## src/rtl/mul_result_stage.sv

```systemverilog
// Result stage for a pipelined 32x32 multiplier: tracks issued tags alongside the
// multiplier, applies the MULHSU high-word correction and buffers results for writeback.
`timescale 1ns/1ps

module mul_result_stage #(
  parameter int MUL_LAT    = 3,
  parameter int FIFO_DEPTH = 4
) (
  input  logic        clk,
  input  logic        rst,
  input  logic        in_valid,
  output logic        in_ready,
  input  logic [1:0]  in_op,
  input  logic [4:0]  in_rd,
  input  logic        in_a_neg,
  input  logic [31:0] in_b,
  output logic        mul_is_unsigned,
  input  logic [63:0] mul_prod,
  output logic        out_valid,
  input  logic        out_ready,
  output logic [31:0] out_data,
  output logic [4:0]  out_rd,
  output logic        busy
);

  typedef enum logic [1:0] {
    OP_MUL    = 2'b00,
    OP_MULH   = 2'b01,
    OP_MULHSU = 2'b10,
    OP_MULHU  = 2'b11
  } mul_op_e;

  localparam int PTR_W = (FIFO_DEPTH > 1) ? $clog2(FIFO_DEPTH) : 1;
  localparam int CNT_W = $clog2(FIFO_DEPTH + 1);
  localparam logic [PTR_W-1:0] PTR_LAST = PTR_W'(FIFO_DEPTH - 1);
  localparam logic [PTR_W-1:0] PTR_ONE  = PTR_W'(1);
  localparam logic [CNT_W-1:0] DEPTH_C  = CNT_W'(FIFO_DEPTH);
  localparam logic [CNT_W-1:0] CNT_ONE  = CNT_W'(1);

  logic             issue;
  logic             pop;
  logic             push;
  logic [CNT_W-1:0] occ_q;
  logic [CNT_W-1:0] fifo_count_q;
  logic [PTR_W-1:0] wr_ptr_q;
  logic [PTR_W-1:0] rd_ptr_q;
  logic [31:0]      fifo_data [FIFO_DEPTH];
  logic [4:0]       fifo_rd   [FIFO_DEPTH];

  logic             tail_valid;
  mul_op_e          tail_op;
  logic [4:0]       tail_rd;
  logic             tail_a_neg;
  logic [31:0]      tail_b;
  logic [31:0]      result;

  // occ counts everything issued but not yet popped, so it bounds FIFO fill
  // before the product even exists; in_ready never sees out_ready.
  assign in_ready        = rst | (occ_q < DEPTH_C);
  assign issue           = in_valid & in_ready & ~rst;
  assign out_valid       = ~rst & (fifo_count_q != '0);
  assign pop             = out_valid & out_ready;
  assign busy            = ~rst & (occ_q != '0);
  assign out_data        = out_valid ? fifo_data[rd_ptr_q] : '0;
  assign out_rd          = out_valid ? fifo_rd[rd_ptr_q] : '0;
  assign mul_is_unsigned = in_op[1];
  assign push            = tail_valid;

  // The issue cycle is the first tag stage; the product is present in the last.
  generate
    if (MUL_LAT == 1) begin : g_no_pipe
      assign tail_valid = issue;
      assign tail_op    = mul_op_e'(in_op);
      assign tail_rd    = in_rd;
      assign tail_a_neg = in_a_neg;
      assign tail_b     = in_b;
    end else begin : g_pipe
      localparam int STAGES = MUL_LAT - 1;

      logic [STAGES-1:0] st_valid;
      mul_op_e           st_op    [STAGES];
      logic [4:0]        st_rd    [STAGES];
      logic              st_a_neg [STAGES];
      logic [31:0]       st_b     [STAGES];

      always_ff @(posedge clk) begin
        if (rst) begin
          st_valid <= '0;
        end else begin
          st_valid[0] <= issue;
          for (int k = 1; k < STAGES; k++) begin
            st_valid[k] <= st_valid[k-1];
          end
        end
      end

      always_ff @(posedge clk) begin
        st_op[0]    <= mul_op_e'(in_op);
        st_rd[0]    <= in_rd;
        st_a_neg[0] <= in_a_neg;
        st_b[0]     <= in_b;
        for (int k = 1; k < STAGES; k++) begin
          st_op[k]    <= st_op[k-1];
          st_rd[k]    <= st_rd[k-1];
          st_a_neg[k] <= st_a_neg[k-1];
          st_b[k]     <= st_b[k-1];
        end
      end

      assign tail_valid = st_valid[STAGES-1];
      assign tail_op    = st_op[STAGES-1];
      assign tail_rd    = st_rd[STAGES-1];
      assign tail_a_neg = st_a_neg[STAGES-1];
      assign tail_b     = st_b[STAGES-1];
    end
  endgenerate

  // The multiplier runs MULHSU unsigned; a negative rs1 over-counts b * 2^32.
  always_comb begin
    result = mul_prod[63:32];
    case (tail_op)
      OP_MUL:    result = mul_prod[31:0];
      OP_MULHSU: result = mul_prod[63:32] - (tail_a_neg ? tail_b : 32'd0);
      default:   result = mul_prod[63:32];
    endcase
  end

  always_ff @(posedge clk) begin
    if (push) begin
      fifo_data[wr_ptr_q] <= result;
      fifo_rd[wr_ptr_q]   <= tail_rd;
    end
  end

  always_ff @(posedge clk) begin
    if (rst) begin
      wr_ptr_q     <= '0;
      rd_ptr_q     <= '0;
      fifo_count_q <= '0;
      occ_q        <= '0;
    end else begin
      if (push) begin
        wr_ptr_q <= (wr_ptr_q == PTR_LAST) ? '0 : wr_ptr_q + PTR_ONE;
      end
      if (pop) begin
        rd_ptr_q <= (rd_ptr_q == PTR_LAST) ? '0 : rd_ptr_q + PTR_ONE;
      end
      if (push && !pop) begin
        fifo_count_q <= fifo_count_q + CNT_ONE;
      end else if (!push && pop) begin
        fifo_count_q <= fifo_count_q - CNT_ONE;
      end
      if (issue && !pop) begin
        occ_q <= occ_q + CNT_ONE;
      end else if (!issue && pop) begin
        occ_q <= occ_q - CNT_ONE;
      end
    end
  end

  a_no_overflow: assert property (@(posedge clk) disable iff (rst)
    !(push && !pop && (fifo_count_q == DEPTH_C)));

endmodule

```

## config.mk

```make
export PLATFORM = sky130hd
export DESIGN_NAME = mul_result_stage
export DESIGN_NICKNAME = d
export VERILOG_FILES = /design/src/rtl/mul_result_stage.sv
export SDC_FILE = /design/constraint.sdc
export NUM_CORES = 1
export LEC_CHECK = 0
export ABC_CLOCK_PERIOD_IN_PS = 5700
export BUFFER_PORTS_ARGS = -buffer_cell sky130_fd_sc_hd__clkbuf_2
export CORE_MARGIN = 1.5
export CORE_UTILIZATION = 28
export DETAILED_ROUTE_END_ITERATION = 8
export GPL_TIMING_DRIVEN = 0
export PLACE_DENSITY_LB_ADDON = 0.1
export SLEW_MARGIN = 25
export SYNTH_ARGS = -nofsm -noshare
export SYNTH_HDL_FRONTEND = slang
export SYNTH_SLANG_ARGS = --single-unit
```

## constraint.sdc

```tcl
create_clock -name clk -period 5.7 [get_ports clk]
set_input_delay 0.57 -clock clk [delete_from_list [all_inputs] [get_ports clk]]
set_output_delay 0.57 -clock clk [all_outputs]
set_load 0.005 [all_outputs]
```

==> flow_metrics.env, run 1 <==
export IMPL_worst_slack_ps=1560
export IMPL_synth_ff_type="edfxtp_1"
export IMPL_maxSlewViolCount=0
export IMPL_setup_viol=0
export IMPL_core_area_sq_um=35800
export IMPL_slew_headroom=0.398
export IMPL_combinationalPowerShare=0.164
export IMPL_cts_max_path_buffers=3
export IMPL_critPathLaunchType="flop"
export IMPL_die_h_um=195
export IMPL_wire_per_inst_um=18.2
export IMPL_ctsRootBufferMaster="clkbuf_16"
export IMPL_post_route_drc_count=0
export IMPL_synth_yosys_seq_area_share=0.616
export IMPL_yosys_warnings=0
export IMPL_ys_seq_elements=242
export IMPL_dp_slack_ps=1490
export IMPL_num_vias=6204
export IMPL_rsz0062_at_grt="false"
export IMPL_nFillCells=3543
export IMPL_cp_required_ps=5960
export IMPL_dieWidth_um=195
export IMPL_viasPerCell=4.41
export IMPL_setup_worst_path_class="flop to flop"
export IMPL_critPathSlowestCell="clkbuf_1"
export IMPL_grt_pass1_wl_mm=38.5
export IMPL_leakage_uw=0.00484
export IMPL_syn_nets=906
export IMPL_power_uw=4370
export IMPL_fin_crit_ps=4140
export IMPL_syn_avg_cell_area_sq_um=13.8
export IMPL_cts_sinks=242
export IMPL_timing_setup_tns_ps=0
export IMPL_crit_chain="clkbuf_1, nand2_1, ha_1, a21oi_1, nand2b_1, o221ai_2, o211ai_2, a311o_2, a41oi_2, o21a_1, nor2_1, xnor2_1, o21ai_0"
export IMPL_h_tree_depth=1
export IMPL_crit_fanout=10
export IMPL_ctsHoldBuffers=0
export IMPL_outcome="finished clean"
export IMPL_power_frac_clock=0.385
export IMPL_postSynthCellCount=747
export IMPL_dpl_hpwl_mm=18.3
export IMPL_cts_reportedPaths_clkPinSlew_ps=60
export IMPL_num_io_pins=149
export IMPL_final_hold_viol_count=0
export IMPL_crit_family="compound AO/OA/AOI/OAI gates"
export IMPL_antenna_left=0
export IMPL_cts_resized=0
export IMPL_cts_inserted_buffers=27
export IMPL_cts_setup_buffers=0
export IMPL_antenna_found_initial=1
export IMPL_portBuffers=148
export IMPL_start_util=0.287
export IMPL_grt_overflow_total=0
export IMPL_seqCellArea_sq_um=6330
export IMPL_fin_crit_sh=0.726
export IMPL_p_switching_uw=1100
export IMPL_syn_to_final_growth_pct=21.4
export IMPL_synth_top_area_frac=0.432
export IMPL_fin_nets=1083
export IMPL_grt_pass1_vias=6554
export IMPL_die_area_sq_um=37900
export IMPL_hold_path_class="primary input to flop"
export IMPL_synth_top_area_cell="edfxtp_1"
export IMPL_cp_end_kind="flop"
export IMPL_skew_ps=8.48
export IMPL_place_gp_congestion=0.771
export IMPL_p_int_uw=3270
export IMPL_maxCapViolations=0
export IMPL_grt_start_max_net_pins=38
export IMPL_arrival_ps=4390
export IMPL_yosysUniqueCellTypes=57
export IMPL_cts_tree="done"
export IMPL_dr_pass1_iters=6
export IMPL_fmax_mhz=242
export IMPL_num_antenna_cells=0
export IMPL_drt_initial_drc_count=201
export IMPL_layout_drive_gt1_share=0.273
export IMPL_peakVddDrop_uv=194
export IMPL_p_seq_frac=0.451
export IMPL_multi_input_area_sq_um=3760
export IMPL_synth_edf_count=148
export IMPL_crit_path_max_incr_delay_ps=580
export IMPL_worstSkewPairLatency_ps=540
export IMPL_grt_usage=0.134
export IMPL_async_flop_share=0
export IMPL_synth_area_leaders="edfxtp_1, dfxtp_1, mux4_2, ha_1, and2_1"
export IMPL_power_density_nw_per_um2=350
export IMPL_drt_total_wl_mm=25.5
export IMPL_syn_area_sq_um=10300
export IMPL_row_count=69
export IMPL_p_sw_frac=0.251
export IMPL_tightest_slew_ps=903
export IMPL_worstPathBufferInverterCount=1
==> worst paths after layout <==
path                                 startpoint                         end  slack (ps)  depth (start not counted)
setup / recovery  g_pipe.st_a_neg[0][1]$_DFF_P_  fifo_data[3][27]$_DFFE_PP_        1560                         13
hold / removal                         in_op[0]  g_pipe.st_op[0][0]$_DFF_P_         130                          1
setup reg to reg  g_pipe.st_a_neg[0][1]$_DFF_P_  fifo_data[3][27]$_DFFE_PP_        1560                         13
hold reg to reg       g_pipe.st_b[0][6]$_DFF_P_  g_pipe.st_b[0][38]$_DFF_P_         320                          0
==> final cells by class <==
| type | count | area share |
|---|---|---|
| Sequential cell | 242 | 0.507 |
| Multi-Input combinational cell | 455 | 0.301 |
| Clock buffer | 43 | 0.0670 |
| Timing Repair Buffer | 148 | 0.0593 |
| Tap cell | 461 | 0.0462 |
| Buffer | 29 | 0.0101 |
| Inverter | 21 | 0.00632 |
| Clock inverter | 7 | 0.00321 |
==> metrics by stage <==
| step | utilization | cell area (sq um) | hold WS [ps] | std cells |
|---|---|---|---|---|
| finish | 0.348 | 12500 | 128 | 1406 |
| CTS | 0.348 | 12500 | 86.3 | 1406 |
| global placement | 0.324 | 11600 | 310 | 1356 |
| floorplan | - | 10300 | 310 | 747 |
| global route | 0.348 | 12500 | 95.8 | 1406 |
| detailed placement | 0.324 | 11600 | 312 | 1356 |
==> power groups by stage <==
| stage | combinational, uW | sequential, uW | clock (uW) |
|---|---|---|---|
| global placement | 741 | 2010 | 0 |
| floorplan | 481 | 2000 | 0 |
| CTS | 741 | 1970 | 1750 |
| finish | 717 | 1970 | 1680 |
| detailed placement | 739 | 2010 | 0 |
| global route | 804 | 1980 | 1810 |
==> flip-flops by register name, indices dropped and copies added (netlist names), named ones only <==
register	cells
g_pipe.st_rd	10
g_pipe.st_b	64
g_pipe.st_valid	2
occ_q	3
fifo_rd	20
g_pipe.st_op	4
g_pipe.st_a_neg	2
wr_ptr_q	2
fifo_count_q	3
rd_ptr_q	2
fifo_data	128
==> worst reg2reg max path: cells and delay by family, from the launching register on <==
family | cells | cell delay (ps)
simple gates | 3 | 370
fa+ha+maj | 1 | 370
flops | 1 | 370
compound gates | 7 | 2020
xor+xnor | 1 | 130
buf+inv | 1 | 580
==> cell usage in the layout, fill, tap and decap left out, types with 6 or more instances in the layout <==
| cell type | n |
|---|---|
| xnor2_1 | 15 |
| nand2_1 | 72 |
| inv_1 | 21 |
| clkbuf_1 | 26 |
| a21oi_1 | 38 |
| xor2_1 | 17 |
| nor3_1 | 7 |
| and2_1 | 40 |
| a21o_1 | 10 |
| nor2b_1 | 9 |
| o21ai_1 | 8 |
| a22oi_1 | 9 |
| edfxtp_1 | 148 |
| nand3_1 | 9 |
| nor2_1 | 18 |
| mux4_2 | 37 |
| dfxtp_1 | 94 |
| nand2b_1 | 6 |
| clkbuf_2 | 154 |
| mux2i_1 | 20 |
| ha_1 | 48 |
| clkbuf_16 | 30 |
| o21ai_0 | 32 |
==> cell families (layout without fill, tap and decap cells) <==
group / Yosys count / in the layout / share of synthesized area
DFF: 242 / 242 / 0.616
and+or+nand+nor: 184 / 184 / 0.0903
AOI/OAI and AO/OA: 131 / 131 / 0.0821
muxes: 57 / 57 / 0.101
adders and majority gates: 51 / 51 / 0.0643
buffers and inverters: 50 / 248 / 0.0200
xor gates and xnor gates: 32 / 32 / 0.0273
==> synthesized netlist by cell type (all sizes together), types with 9 or more instances <==
cell,n
mux2i,20
nor2,18
xor2,17
ha,48
dfxtp,94
xnor2,15
a21oi,39
a21o,11
mux4,37
and2,45
nand2,73
inv,21
clkbuf,22
o21ai,40
edfxtp,148
nor2b,9
a22oi,9
nand3,9
==> layer usage <==
layer | track usage | part of all wire | up-vias
met1 | 0.178 | 0.47 | 2934
met4 | 0.0382 | 0.020 | 2
met3 | 0.0219 | 0.039 | 35
met5 | 0 | 0.00047 | -
met2 | 0.226 | 0.47 | 121
li1 | - | - | 3112
No activity file was read; power rests on OpenSTA's default activity.
==> inputs of run 2 (changes only) <==
--- a/config.mk
+++ b/config.mk
@@ -5,7 +5,7 @@
 export SDC_FILE = /design/constraint.sdc
 export NUM_CORES = 1
 export LEC_CHECK = 0
-export ABC_CLOCK_PERIOD_IN_PS = 5700
+export ABC_CLOCK_PERIOD_IN_PS = 4050
 export BUFFER_PORTS_ARGS = -buffer_cell sky130_fd_sc_hd__clkbuf_2
 export CORE_MARGIN = 1.5
 export CORE_UTILIZATION = 28
==> constraint.sdc (replaced) <==
create_clock -name clk -period 4.05 [get_ports clk]
set_input_delay 0.405 -clock clk [delete_from_list [all_inputs] [get_ports clk]]
set_output_delay 0.405 -clock clk [all_outputs]
set_load 0.005 [all_outputs]
==> flow_metrics.env, run 2 (synthesis gave the netlist of run 1 again) <==
export IMPL_outcome="finished clean"
export IMPL_drt_total_wl_mm=25.7
export IMPL_rr_endpoint="fifo_data[3][30]$_DFFE_PP_"
export IMPL_cts_max_path_buffers=3
export IMPL_skew_ps=8.77
export IMPL_core_area_sq_um=35800
export IMPL_drt_initial_drc_count=202
export IMPL_cts_sinks=242
export IMPL_power_uw=6190
export IMPL_dpl_hpwl_mm=18.3
export IMPL_fin_nets=1123
export IMPL_fmax_mhz=270
export IMPL_setup_viol=0
export IMPL_p_sw_frac=0.251
export IMPL_worstPathBufferInverterCount=2
export IMPL_final_common_cell="clkbuf_2"
export IMPL_cts_tree="done"
export IMPL_syn_to_final_growth_pct=25.4
export IMPL_most_common_layout_cells="clkbuf_2, edfxtp_1, dfxtp_1"
export IMPL_antenna_left=0
export IMPL_crit_chain="clkbuf_2, nand2_1, inv_1, fa_1, nand3b_1, a21oi_1, o21ai_0, a211oi_2, a221o_1, a21oi_1, xor2_1, o21ai_0"
export IMPL_p_seq_frac=0.448
export IMPL_place_area_sq_um=11600
export IMPL_postLayoutCellArea_sq_um=12900
export IMPL_hp_start="in_valid"
export IMPL_cp_endpoint="fifo_data[3][30]$_DFFE_PP_"
export IMPL_hold_path_class="primary input to flop"
export IMPL_grt_overflow_total=0
export IMPL_crit_cells=12
export IMPL_power_density_nw_per_um2=480
export IMPL_layout_drive_gt1_share=0.265
export IMPL_place_gp_congestion=0.771
export IMPL_reg2reg_from="g_pipe.st_a_neg[0][1]$_DFF_P_"
export IMPL_h_tree_depth=1
export IMPL_fin_crit_ps=3700
export IMPL_row_count=69
export IMPL_portBuffers=148
export IMPL_cts_inserted_buffers=27
export IMPL_peakVddDrop_uv=286
export IMPL_crit_family="compound AO/OA/AOI/OAI gates"
export IMPL_worstSkewPairLatency_ps=540
export IMPL_grt_start_max_net_pins=38
export IMPL_ctsRootBufferMaster="clkbuf_16"
export IMPL_nFillCells=3523
export IMPL_p_switching_uw=1560
export IMPL_multi_input_area_sq_um=3760
export IMPL_critPathLaunch="g_pipe.st_a_neg[0][1]$_DFF_P_"
export IMPL_reg_largest_list="fifo_data x128, g_pipe.st_b x64, fifo_rd x20"
export IMPL_cts_reportedPaths_clkPinSlew_ps=60
export IMPL_cp_end_kind="flop"
export IMPL_start_util=0.287
export IMPL_cts_setup_buffers=0
export IMPL_num_vias=6379
export IMPL_post_route_drc_count=0
export IMPL_ff2ff_path_depth=12
export IMPL_largest_reg_flops=128
export IMPL_dieWidth_um=195
export IMPL_power_frac_clock=0.383
export IMPL_antenna_found_initial=1
export IMPL_grt_pass1_vias=6695
export IMPL_maxCapViolations=0
export IMPL_cp_required_ps=4300
export IMPL_leakage_uw=0.00502
export IMPL_wire_per_inst_um=17.8
export IMPL_dr_pass1_iters=6
export IMPL_crit_fanout=10
export IMPL_grt_usage=0.135
export IMPL_die_h_um=195
export IMPL_arrival_ps=3950
export IMPL_slew_headroom=0.396
export IMPL_critPathSlowestCell="o21ai_0"
export IMPL_worst_r2r_setup_slack_ps=350
export IMPL_combinationalPowerShare=0.168
export IMPL_final_hold_viol_count=0
export IMPL_num_io_pins=149
export IMPL_rsz0062_at_grt="false"
export IMPL_fin_crit_sh=0.914
export IMPL_whs_path_depth=2
export IMPL_seqCellArea_sq_um=6330
export IMPL_setup_worst_path_class="flop to flop"
export IMPL_viasPerCell=4.41
export IMPL_maxSlewViolCount=0
export IMPL_die_area_sq_um=37900
export IMPL_p_int_uw=4630
export IMPL_timing_setup_tns_ps=0
export IMPL_tightest_slew_ps=906
export IMPL_critPathLaunchType="flop"
export IMPL_num_antenna_cells=0
export IMPL_crit_path_max_incr_delay_ps=550
export IMPL_regMostFlops="fifo_data"
export IMPL_grt_pass1_wl_mm=38.9
[run 2: cell count changes in the layout (fill, tap and decap cells not counted), sizes merged]
cell         change
dlygate4sd3     +40
[run 2: cell type report]
class	count	area share
flip-flops and latches	242	0.491
multi-input cells	455	0.292
repair buffers	188	0.0886
clock buffers	43	0.0649
well taps	461	0.0448
plain buffers	29	0.0101
inverters	21	0.00612
clock inverters	7	0.00311
[run 2: power groups by stage]
stage,clock network [uW],logic (uW),registers [uW]
global route,2540,1160,2790
detailed placement,0,1040,2830
finish,2370,1040,2780
CTS,2460,1070,2780
floorplan,0,676,2820
global placement,0,1040,2830
[run 2: repair_timing]
item                                    CTS  global route
gates resized for setup                   1             5
endpoints found under the setup margin   13            16
hold endpoints to repair                 40             0
hold buffers                             40             0
[run 2: worst min path at each step]
stage	to	slack, ps
CTS	g_pipe.st_valid[0]$_SDFF_PP0_	80
global route	g_pipe.st_valid[0]$_SDFF_PP0_	110
finish	g_pipe.st_valid[0]$_SDFF_PP0_	120
detailed placement	g_pipe.st_b[0][47]$_DFF_P_	310
global placement	g_pipe.st_b[0][38]$_DFF_P_	310
floorplan	g_pipe.st_a_neg[0][1]$_DFF_P_	310
[run 2: metrics by stage]
step           utilization  instances  worst slack (ps)  hold slack, ps
2_1_floorplan            -        747              1040             310
3_3_place_gp         0.324       1356              -178             310
3_5_place_dp         0.324       1356              -158             312
4_1_cts              0.360       1446              48.8            81.9
5_1_grt              0.360       1446              55.9             107
6_report             0.360       1446               348             120
[run 2: routing by layer]
metal / GRT usage / wire (um) / up-vias
met5: 0 / 12 / -
met4: 0.0382 / 510 / 2
met3: 0.0217 / 957 / 35
met2: 0.231 / 12200 / 116
met1: 0.178 / 12100 / 3034
li1: - / - / 3192
==> inputs of run 3 (changes only) <==
--- a/config.mk
+++ b/config.mk
@@ -6,7 +6,7 @@
 export NUM_CORES = 1
 export LEC_CHECK = 0
 export ABC_CLOCK_PERIOD_IN_PS = 4050
-export BUFFER_PORTS_ARGS = -buffer_cell sky130_fd_sc_hd__clkbuf_2
+export BUFFER_PORTS_ARGS = -buffer_cell sky130_fd_sc_hd__buf_2
 export CORE_MARGIN = 1.5
 export CORE_UTILIZATION = 28
 export DETAILED_ROUTE_END_ITERATION = 8
==> flow_metrics.env, run 3 (synthesis gave the netlist of run 1 again) <==
export IMPL_crit_fanout=10
export IMPL_most_common_layout_cells="buf_2, edfxtp_1, dfxtp_1"
export IMPL_maxSlewViolCount=0
export IMPL_fmax_mhz=275
export IMPL_wire_per_inst_um=17.6
export IMPL_maxCapViolations=0
export IMPL_dp_cells=1356
export IMPL_critPathSlowestCell="a221o_1"
export IMPL_cpMostUsedCell="a21oi_1"
export IMPL_peakVddDrop_uv=275
export IMPL_regMostFlops="fifo_data"
export IMPL_dr_pass1_iters=4
export IMPL_h_tree_depth=1
export IMPL_final_common_cell="buf_2"
export IMPL_num_antenna_cells=0
export IMPL_tightest_slew_ps=929
export IMPL_place_gp_congestion=0.773
export IMPL_worst_r2r_setup_slack_ps=420
export IMPL_ff2ff_path_depth=13
export IMPL_dpl_hpwl_mm=18.2
export IMPL_cts_sinks=242
export IMPL_final_cells=1448
export IMPL_power_density_nw_per_um2=482
export IMPL_grt_start_max_net_pins=38
export IMPL_skew_ps=23.8
export IMPL_grt_pass1_vias=6733
export IMPL_drt_initial_drc_count=314
export IMPL_syn_to_final_growth_pct=25.8
export IMPL_cts_max_path_buffers=3
export IMPL_reg2reg_from="g_pipe.st_a_neg[0][1]$_DFF_P_"
export IMPL_reg_largest_list="fifo_data x128, g_pipe.st_b x64, fifo_rd x20"
export IMPL_fin_crit_sh=0.897
export IMPL_critPathLaunchType="flop"
export IMPL_core_area_sq_um=35800
export IMPL_arrival_ps=3880
export IMPL_portBuffers=148
export IMPL_cts_reportedPaths_clkPinSlew_ps=60
export IMPL_crit_chain="clkbuf_2, nand2_1, ha_1, a21oi_1, a21oi_1, o21ai_0, a211oi_2, a221o_1, a21boi_2, o21ai_1, a21oi_1, or3_1, nand3_1"
export IMPL_worstSkewPairLatency_ps=560
export IMPL_start_util=0.287
export IMPL_place_area_sq_um=11600
export IMPL_drt_total_wl_mm=25.5
export IMPL_ctsRootBufferMaster="clkbuf_16"
export IMPL_grt_overflow_total=0
export IMPL_hp_start="rst"
export IMPL_num_io_pins=149
export IMPL_grt_pass1_wl_mm=39.1
export IMPL_post_route_drc_count=0
export IMPL_row_count=69
export IMPL_rsz0062_at_grt="false"
export IMPL_cts_tree="done"
export IMPL_crit_path_max_incr_delay_ps=420
export IMPL_dieWidth_um=195
export IMPL_fin_nets=1124
export IMPL_hold_ws_ps=109
export IMPL_cts_inserted_buffers=28
export IMPL_viasPerCell=4.40
export IMPL_min_to="g_pipe.st_valid[1]$_SDFF_PP0_"
export IMPL_postLayoutCellArea_sq_um=12900
export IMPL_layout_drive_gt1_share=0.270
export IMPL_fin_crit_ps=3630
export IMPL_setup_viol=0
export IMPL_cp_end_kind="flop"
export IMPL_cp_required_ps=4300
export IMPL_rr_endpoint="fifo_data[1][28]$_DFFE_PP_"
export IMPL_antenna_found_initial=1
export IMPL_slew_headroom=0.381
export IMPL_setup_worst_path_class="flop to flop"
export IMPL_cts_setup_buffers=0
export IMPL_final_core_util=0.361
export IMPL_hold_path_class="primary input to flop"
export IMPL_nFillCells=3509
export IMPL_num_vias=6366
export IMPL_whs_path_depth=2
export IMPL_largest_reg_flops=128
export IMPL_outcome="finished clean"
export IMPL_final_hold_viol_count=0
export IMPL_die_h_um=195
export IMPL_antenna_left=0
export IMPL_leakage_uw=0.00504
export IMPL_timing_setup_tns_ps=0
export IMPL_grt_usage=0.136
export IMPL_die_area_sq_um=37900
run 3: cell types whose count changed in the layout (fill, tap and decap cells not counted):
| cell | before | now |
|---|---|---|
| clkbuf_8 | 3 | 6 |
| inv_6 | 1 | 0 |
| clkinv_8 | 0 | 1 |
| clkinv_2 | 5 | 7 |
| clkinv_4 | 0 | 3 |
| clkbuf_2 | 157 | 6 |
| buf_2 | 4 | 152 |
| clkinvlp_4 | 0 | 1 |
| clkbuf_1 | 23 | 20 |
| clkbuf_16 | 30 | 29 |
run 3: metrics by stage:
stage               total power [uW]  worst slack [ps]
finish                          6230               418
detailed placement              3870              -134
global route                    6560              12.8
CTS                             6350              60.2
global placement                3870              -180
floorplan                       3490              1040
run 3: worst max-delay path, delay by kind of cell, from the launching register on:
family                   cells  cell delay (ps)
buffers and inverters        1              340
adder cells (fa/ha/maj)      1              340
flip-flops                   1              380
AO/OA/AOI/OAI                8             1790
AND/OR/NAND/NOR              3              460
run 3: per-layer routing:
layer	vias up	part of all wire	track usage
met5	-	0.00043	0
met3	32	0.042	0.0222
met4	2	0.018	0.0396
li1	3199	-	-
met2	129	0.47	0.226
met1	3004	0.47	0.182
run 3: layout make-up:
type / count / area [sq um] / area share
plain buffers: 29 / 130 / 0.0101
multi-input cells: 455 / 3760 / 0.291
inverters: 21 / 78.8 / 0.00610
well taps: 461 / 577 / 0.0446
repair buffers: 188 / 1140 / 0.0883
clock inverters: 13 / 91.3 / 0.00707
flip-flops and latches: 242 / 6330 / 0.489
clock buffers: 39 / 826 / 0.0639
run 3: power by group:
part	switching, uW	internal, uW	total [uW]	leakage [uW]
Clock	993	1430	2420	0.000462
Combinational	549	485	1030	0.00245
Sequential	40.5	2730	2780	0.00213
Total	1580	4650	6230	0.00504
run 3: timing repair:
action | 4_1_cts | 5_1_grt
hold endpoints to repair | 40 | 0
hold buffers | 40 | 0
endpoints found under the setup margin | 16 | 20
gates resized for setup | 1 | 5
run 3: worst max path at each step:
stage                                              from                          to  slack (ps)  cells past startpoint
after floorplan           g_pipe.st_a_neg[0][1]$_DFF_P_  fifo_data[0][27]$_DFFE_PP_        1040                     13
after global placement    g_pipe.st_a_neg[0][1]$_DFF_P_  fifo_data[0][27]$_DFFE_PP_        -180                     13
after detailed placement  g_pipe.st_a_neg[0][1]$_DFF_P_  fifo_data[1][27]$_DFFE_PP_        -130                     13
after CTS                 g_pipe.st_a_neg[0][1]$_DFF_P_  fifo_data[1][27]$_DFFE_PP_          60                     13
after global routing      g_pipe.st_a_neg[0][1]$_DFF_P_  fifo_data[3][28]$_DFFE_PP_          10                     13
final                     g_pipe.st_a_neg[0][1]$_DFF_P_  fifo_data[1][28]$_DFFE_PP_         420                     13
